### src/rtl/int_ctrl_if.sv
// Signal bundle between the branch unit / fetch side and the interrupt controller.
// The master modport is the environment and the slave modport is the controller.
interface int_ctrl_if;
    logic        sw_int_set;
    logic [31:0] sw_int_type;
    logic        int_ret;
    logic [31:0] hw_irq;
    logic        mask_we;
    logic [31:0] mask_wdata;
    logic        irq_ack;
    logic        irq_req;
    logic [4:0]  irq_id;
    logic [31:0] irq_vec;
    logic [31:0] pending;
    logic [31:0] in_service;
    logic [31:0] mask;

    modport master (
        output sw_int_set, sw_int_type, int_ret, hw_irq, mask_we, mask_wdata, irq_ack,
        input  irq_req, irq_id, irq_vec, pending, in_service, mask
    );

    modport slave (
        input  sw_int_set, sw_int_type, int_ret, hw_irq, mask_we, mask_wdata, irq_ack,
        output irq_req, irq_id, irq_vec, pending, in_service, mask
    );
endinterface

### src/rtl/int_ctrl.sv
// Fixed-priority nesting interrupt controller: pending/mask/in-service tracking
// and a one-at-a-time request/acknowledge handoff to instruction fetch.
module int_ctrl #(
    parameter logic [31:0] VEC_BASE   = 32'h0000_0100,
    parameter logic [31:0] VEC_STRIDE = 32'd4
) (
    input  logic        clk,
    input  logic        rst,
    int_ctrl_if.slave   bus
);

    typedef enum logic {IDLE, REQ} state_t;

    state_t      state_q, state_d;
    logic [31:0] pending_q, pending_d;
    logic [31:0] in_service_q, in_service_d;
    logic [31:0] mask_q, mask_d;
    logic [4:0]  irq_id_q, irq_id_d;
    logic [31:0] irq_vec_q, irq_vec_d;

    logic        ack_fire;
    logic [31:0] ack_onehot;
    logic [31:0] isv_top;
    logic [31:0] allowed;
    logic [4:0]  cand_idx;

    function automatic logic [4:0] lsb_idx(input logic [31:0] v);
        lsb_idx = '0;
        for (int i = 31; i >= 0; i--) begin
            if (v[i]) lsb_idx = 5'(i);
        end
    endfunction

    function automatic logic [31:0] vec_addr(input logic [4:0] id);
        vec_addr = VEC_BASE + 32'(id) * VEC_STRIDE;
    endfunction

    // Bit 0 is highest priority, so the highest in-service bit is the lowest set
    // bit; everything strictly below it in index may preempt (all bits if none).
    assign isv_top  = in_service_q & (~in_service_q + 32'd1);
    assign allowed  = pending_q & ~mask_q & (isv_top - 32'd1);
    assign cand_idx = lsb_idx(allowed);

    assign ack_fire   = (state_q == REQ) && bus.irq_ack;
    assign ack_onehot = ack_fire ? (32'd1 << irq_id_q) : 32'd0;

    always_comb begin
        state_d      = state_q;
        irq_id_d     = irq_id_q;
        irq_vec_d    = irq_vec_q;
        pending_d    = (pending_q & ~ack_onehot) | bus.hw_irq |
                       (bus.sw_int_set ? bus.sw_int_type : 32'd0);
        in_service_d = (in_service_q & ~(bus.int_ret ? isv_top : 32'd0)) | ack_onehot;
        mask_d       = bus.mask_we ? bus.mask_wdata : mask_q;
        case (state_q)
            IDLE: begin
                if (allowed != 32'd0) begin
                    irq_id_d  = cand_idx;
                    irq_vec_d = vec_addr(cand_idx);
                    state_d   = REQ;
                end
            end
            REQ: begin
                if (ack_fire) state_d = IDLE;
            end
            default: state_d = IDLE;
        endcase
    end

    always_ff @(posedge clk) begin
        if (rst) begin
            state_q      <= IDLE;
            pending_q    <= '0;
            in_service_q <= '0;
            mask_q       <= '0;
            irq_id_q     <= '0;
            irq_vec_q    <= VEC_BASE;
        end else begin
            state_q      <= state_d;
            pending_q    <= pending_d;
            in_service_q <= in_service_d;
            mask_q       <= mask_d;
            irq_id_q     <= irq_id_d;
            irq_vec_q    <= irq_vec_d;
        end
    end

    assign bus.irq_req    = (state_q == REQ);
    assign bus.irq_id     = irq_id_q;
    assign bus.irq_vec    = irq_vec_q;
    assign bus.pending    = pending_q;
    assign bus.in_service = in_service_q;
    assign bus.mask       = mask_q;

endmodule
### src/flat_wrapper.sv
// flat-port wrapper written by rule: the top's interface ports become plain ports
module int_ctrl_flat 
#(
    parameter logic [31:0] VEC_BASE   = 32'h0000_0100,
    parameter logic [31:0] VEC_STRIDE = 32'd4
)
  (clk, rst, bus_sw_int_set, bus_sw_int_type, bus_int_ret, bus_hw_irq, bus_mask_we, bus_mask_wdata, bus_irq_ack, bus_irq_req, bus_irq_id, bus_irq_vec, bus_pending, bus_in_service, bus_mask);
  int_ctrl_if bus_i ();
  input  logic clk;
  input  logic rst;
  input wire logic [$bits(bus_i.sw_int_set)-1:0] bus_sw_int_set;
  input wire logic [$bits(bus_i.sw_int_type)-1:0] bus_sw_int_type;
  input wire logic [$bits(bus_i.int_ret)-1:0] bus_int_ret;
  input wire logic [$bits(bus_i.hw_irq)-1:0] bus_hw_irq;
  input wire logic [$bits(bus_i.mask_we)-1:0] bus_mask_we;
  input wire logic [$bits(bus_i.mask_wdata)-1:0] bus_mask_wdata;
  input wire logic [$bits(bus_i.irq_ack)-1:0] bus_irq_ack;
  output wire logic [$bits(bus_i.irq_req)-1:0] bus_irq_req;
  output wire logic [$bits(bus_i.irq_id)-1:0] bus_irq_id;
  output wire logic [$bits(bus_i.irq_vec)-1:0] bus_irq_vec;
  output wire logic [$bits(bus_i.pending)-1:0] bus_pending;
  output wire logic [$bits(bus_i.in_service)-1:0] bus_in_service;
  output wire logic [$bits(bus_i.mask)-1:0] bus_mask;
  assign bus_i.sw_int_set = bus_sw_int_set;
  assign bus_i.sw_int_type = bus_sw_int_type;
  assign bus_i.int_ret = bus_int_ret;
  assign bus_i.hw_irq = bus_hw_irq;
  assign bus_i.mask_we = bus_mask_we;
  assign bus_i.mask_wdata = bus_mask_wdata;
  assign bus_i.irq_ack = bus_irq_ack;
  assign bus_irq_req = bus_i.irq_req;
  assign bus_irq_id = bus_i.irq_id;
  assign bus_irq_vec = bus_i.irq_vec;
  assign bus_pending = bus_i.pending;
  assign bus_in_service = bus_i.in_service;
  assign bus_mask = bus_i.mask;
  int_ctrl #(.VEC_BASE(VEC_BASE), .VEC_STRIDE(VEC_STRIDE)) u_core (.clk(clk), .rst(rst), .bus(bus_i));
endmodule
### config.mk
export PLATFORM = sky130hd
export DESIGN_NAME = int_ctrl_flat
export DESIGN_NICKNAME = d
export VERILOG_FILES = /design/src/rtl/int_ctrl_if.sv /design/src/rtl/int_ctrl.sv /design/src/flat_wrapper.sv
export SDC_FILE = /design/constraint.sdc
export NUM_CORES = 1
export LEC_CHECK = 0
export CAP_MARGIN = 5
export CORE_MARGIN = 5
export CORE_UTILIZATION = 46
export CTS_CLUSTER_DIAMETER = 150
export CTS_CLUSTER_SIZE = 25
export DETAILED_ROUTE_END_ITERATION = 8
export HOLD_SLACK_MARGIN = 0.03
export PLACE_DENSITY = 0.87
export SYNTH_ARGS = -nofsm -noshare
export SYNTH_HDL_FRONTEND = slang
export SYNTH_SLANG_ARGS = --single-unit
### constraint.sdc
create_clock -name clk -period 7.2 [get_ports clk]
set_input_delay 1.44 -clock clk [delete_from_list [all_inputs] [get_ports clk]]
set_output_delay 1.44 -clock clk [all_outputs]
set_load 0.005 [all_outputs]
Yosys cells after proc, flatten, opt, wreduce, memory -nomap -nowiden
Index checks and enable logic that the tools add are counted.
- word-level logic and storage cells: 64
- output and inout port bits: 134
- register bits: 134
- bitwise logic cells: 13
- mux-type cells: 38
- reduce and logical (&&, ||, !) cells: 3
- add/subtract/negate cells: 3
- shift operators: 1
- operator list (cell ; number):
    AND 32 bit ; 5
    2-to-1 mux 5 bit ; 32
    NOT 32 bit ; 4
    2-to-1 mux 32 bit ; 3
    OR 32 bit ; 3
    adder 32 x 1 -> 32 bit (second input constant) ; 1
    nonzero test 32 bit ; 1
    << shifter 1 x 5 -> 32 bit (first input constant) ; 1
    subtractor 32 x 1 -> 32 bit (second input constant) ; 1
    adder 9 x 7 -> 10 bit (first input constant) ; 1
    2-to-1 mux 1 bit ; 2
    case mux 1 bit (2 select lines) ; 1
    AND reduction 2 bit ; 1
    logical AND 1 bit ; 1
    NOT 1 bit ; 1

Logic depth before layout (Yosys ltp)
- word-level depth: 38
- depth in mapped cells: 9
- mapped depth without buffers: 8

Least setup slack after synthesis
Ideal clock, no wire load.
- path type: input -> register
- start point: input port bus_int_ret
- end point: register u_core.in_service_q[25] (netlist: u_core.bus.in_service[25])
- required time: 7.068 ns
- path slack: 4.489 ns
- path buffers: 0
- arrival time: 2.579 ns
- stages on the path: 5
- setup time: 0.132 ns
- cells stage by stage: nand4_1 > or3_1 > or3_1 > o41ai_1 > a21oi_1
- cells in the longest elaborated chain, start to end: 4
- RTL lines (element ; line ; RTL):
    start, declared ; flat_wrapper.sv:13 ; input wire logic [$bits(bus_i.int_ret)-1:0] bus_int_ret;
    2-to-1 mux 32 bit ; int_ctrl.sv:53 ; in_service_d = (in_service_q & ~(bus.int_ret ? isv_top : 32'd0)) | ack_onehot;
    NOT 32 bit ; int_ctrl.sv:53 ;
    AND 32 bit ; int_ctrl.sv:53 ;
    OR 32 bit ; int_ctrl.sv:53 ;
    end signal, assigned ; int_ctrl.sv:81 ; in_service_q <= in_service_d;
    end, declared ; int_ctrl.sv:16 ; logic [31:0] in_service_q, in_service_d;
Every way passes these cells.
A chain may end at the register's enable or synchronous reset.

Final worst setup path
Ends and elaborated chain as after synthesis.

==> impl_results.md <==
- Leakage Power: between 0.002 and 0.003 uW
- Number of remaining DRC errors: 0
- WL per Instance: 19.9 um
- Worst slew margin relative to its limit: 0.266
- Seq/Total Area, Yosys: 0.389
- Die height: roughly 120 um
- Number of flops mapped to enable cells by yosys: 0
- Deepest level of the CTS H-tree: 3
- Critical path class: in -> reg
- Min-Delay Path Depth: 2
- Aggregate global routing overflow: 0
- Terminating pin of the worst hold path: u_core.bus.in_service[2]
- Length of the first detailed-routing pass in iterations: 5
- Cell taking the most area after synthesis: sky130_fd_sc_hd__dfxtp_1
- Dpl hpwl: between 10000 and 15000 um
- Number of routed nets with antenna violations: 0
- Detailed router's first-iteration violation count: between 400 and 500
- N_diodes: 0
- Synth async-reset ratio: 0
- Startpoint of the most critical register-to-register path: u_core.bus.in_service[12]
- Largest fanout of any net on the critical path: 11
- Fin crit period: 3.44 ns
- Unrepaired setup endpoints after global routing: false
- Port buffer count: around 210
- CTS Sinks: 102
- Maximum number of pins on one net before global-route repair: approximately 110
- Clock-pin slew on the worst setup and hold paths: around 0.07 ns
- Total number of vias: around 5600
- CP arrival: 3.62 ns
- Total power density per cell area: 191 mW/mm2
- Period utilization: 0.478
- Number of buffers on the longest clock path: 2
- Data required time at the worst endpoint: 7.38 ns
- Number of buffers added by the clock tree synthesis step: 9
- Std-Cell Core Area: approximately 0.011 mm2
- Root Buffer Master: sky130_fd_sc_hd__clkbuf_16
- Crit path capture type: register
- FF-to-FF path depth: 8
- Global Route Usage Sum: 0.265
- Routed vias/inst: about 5.9
- Cell area after placement: about 0.0073 mm2
- Terminus of the critical flop-to-flop path: u_core.bus.irq_id[2]
- Count of final hold-check violations: 0
- Clock latency on the worst-skew pair: ~0.35 ns
- Kind of launch point of the worst setup path: input port
- Result of the run: finished, final reports clean
- Share of final-layout standard cells stronger than drive strength 1: 0.0553
- Number of antenna violations at the first check in global routing: 0
- Transition time at the pin with the least slew margin: around 1.1 ns
- Net count of the finished layout: 911
- Share of Yosys cell area claimed by the top area cell type: 0.389
- Most common cell after layout, fill and taps aside: sky130_fd_sc_hd__clkdlybuf4s50_1
- Area of all placed cells without fillers: ~0.0076 mm2
- Hold buffers post-CTS: 0
- Final wirelength: around 19000 um
- Synthesized flop and latch total: about 100
- Main flop type after synthesis: sky130_fd_sc_hd__dfxtp_1
- Per-instance average area after synthesis: between 8 and 9 um2
- VDD IR-drop max: 115 uV
- Chip Width: about 120 um
- Yosys cell types: 66
- Initial core utilization: 0.464
- Worst min-delay path class: reg -> reg
- Timing-limited maximum frequency: about 290 MHz
- Final count of pins violating max slew: 0
- Commonest cells after routing, fill and taps aside: sky130_fd_sc_hd__clkdlybuf4s50_1 (206), sky130_fd_sc_hd__dfxtp_1 (102), sky130_fd_sc_hd__nor2_1 (97), sky130_fd_sc_hd__nand2_1 (60), sky130_fd_sc_hd__a21oi_1 (43)
- First-pass GRT wire length: 28400 um
- Post-CTS sizing: 0
- Setup Total Neg Slack: 0 ns
- Row count: 39
- Fin Clk Skew: ~0.0055 ns
- Dominant cells by area after synthesis: sky130_fd_sc_hd__dfxtp_1 (39%), sky130_fd_sc_hd__nor2_1 (6.9%), sky130_fd_sc_hd__mux2i_1 (6.1%)
- Total of max-cap violations: 0
- Die outline area: around 0.014 mm2
- Flop2flop setup slack: between 4 and 5 ns
- Buffers inserted during post-CTS setup optimization: 0
- Top-Level Pins: 236
- Count of yosys warnings during synthesis: 0
- Cell count after synthesis: between 600 and 700
- Clock tree from TritonCTS: done
- Area growth from synthesis to layout: 44.1%
- Via count of the first global-routing pass: 5444
- Netlist area before placement: between 0.005 and 0.006 mm2
- Count of final setup violators: 0
- Final RePlAce weighted congestion: 0.890
- Hold Path Origin: u_core.bus.in_service[2]
-- per-stage QoR --
stage,setup WS [ns],power [uW],hold slack [ns],util,cells
finish,3.76,1440,0.514,0.668,957
global route,3.60,1490,0.531,0.668,957
CTS,3.80,1440,0.509,0.668,957
detailed placement,3.42,945,0.494,0.641,941
global placement,3.53,938,0.491,0.641,941
floorplan,4.49,793,0.490,-,649
-- metal layers --
metal / global-route usage / share of wire / up-vias
li1: - / - / 2605
met1: 0.323 / 0.38 / 2677
met2: 0.469 / 0.50 / 303
met3: 0.0560 / 0.10 / 30
met4: 0.0826 / 0.018 / 0
met5: 0 / 0 / -
-- worst max-delay path: stages --
cell	delay [ns]
sky130_fd_sc_hd__clkdlybuf4s50_1	0.74
sky130_fd_sc_hd__nand4_1	0.24
sky130_fd_sc_hd__or3_1	0.47
sky130_fd_sc_hd__or3_1	0.36
sky130_fd_sc_hd__o41ai_1	0.25
sky130_fd_sc_hd__a21oi_1	0.11
-- cell families after synthesis --
| family | count (synthesis) | share of synthesized area |
|---|---|---|
| buf+inv | 68 | 0.0734 |
| flops | 102 | 0.389 |
| mux | 32 | 0.0610 |
| compound gates | 145 | 0.196 |
| other cells | 2 | 0.00143 |
| simple gates | 275 | 0.279 |
-- registers in the layout (all words and copies together), names as in the netlist --
signal                 count
u_core.bus.irq_id          5
u_core.bus.irq_req         1
u_core.bus.mask           32
u_core.bus.pending        32
u_core.bus.in_service     32
-- power by group --
group / internal, uW / total (uW) / switching, uW
combinational: 166 / 315 / 149
sequential: 593 / 622 / 29.0
clock: 290 / 508 / 218
-- synthesized netlist by cell type, drive strengths merged (2+ instances only) --
cell type    n
mux2i       32
nor4b        4
dfxtp      102
nor2        98
nand2b      14
nand2       60
or3          5
a41oi        2
a21oi       43
o21a         2
nand3       10
o22ai        2
conb         2
a211oi       4
a221oi      35
o21ai       14
o41ai        5
nand4b       3
and3         3
nor3        22
o31ai       11
buf         38
clkbuf      23
a31oi       12
or2          3
nand4        4
nor3b        9
nor2b       14
nand3b       3
and2         3
or3b         2
inv          7
nor4        15
-- area by class of cell --
type                    instances  area (um2)
multi-input cells             479        2920
inverters                       7        26.3
repair buffers                210        2090
flip-flops and latches        102        2040
clock inverters                 4        53.8
fillers                       969        3760
well taps                     143         179
clock buffers                  12         256
-- worst max path at each step --
stage                start                         to  slack (ns)
2_1_floorplan  bus_int_ret  u_core.bus.in_service[25]        4.49
3_3_place_gp   bus_int_ret  u_core.bus.in_service[25]        3.53
3_5_place_dp   bus_int_ret  u_core.bus.in_service[25]        3.42
4_1_cts        bus_int_ret  u_core.bus.in_service[25]        3.80
5_1_grt        bus_int_ret  u_core.bus.in_service[25]        3.60
6_report       bus_int_ret  u_core.bus.in_service[25]        3.76
(Power assumes the default switching activity.)
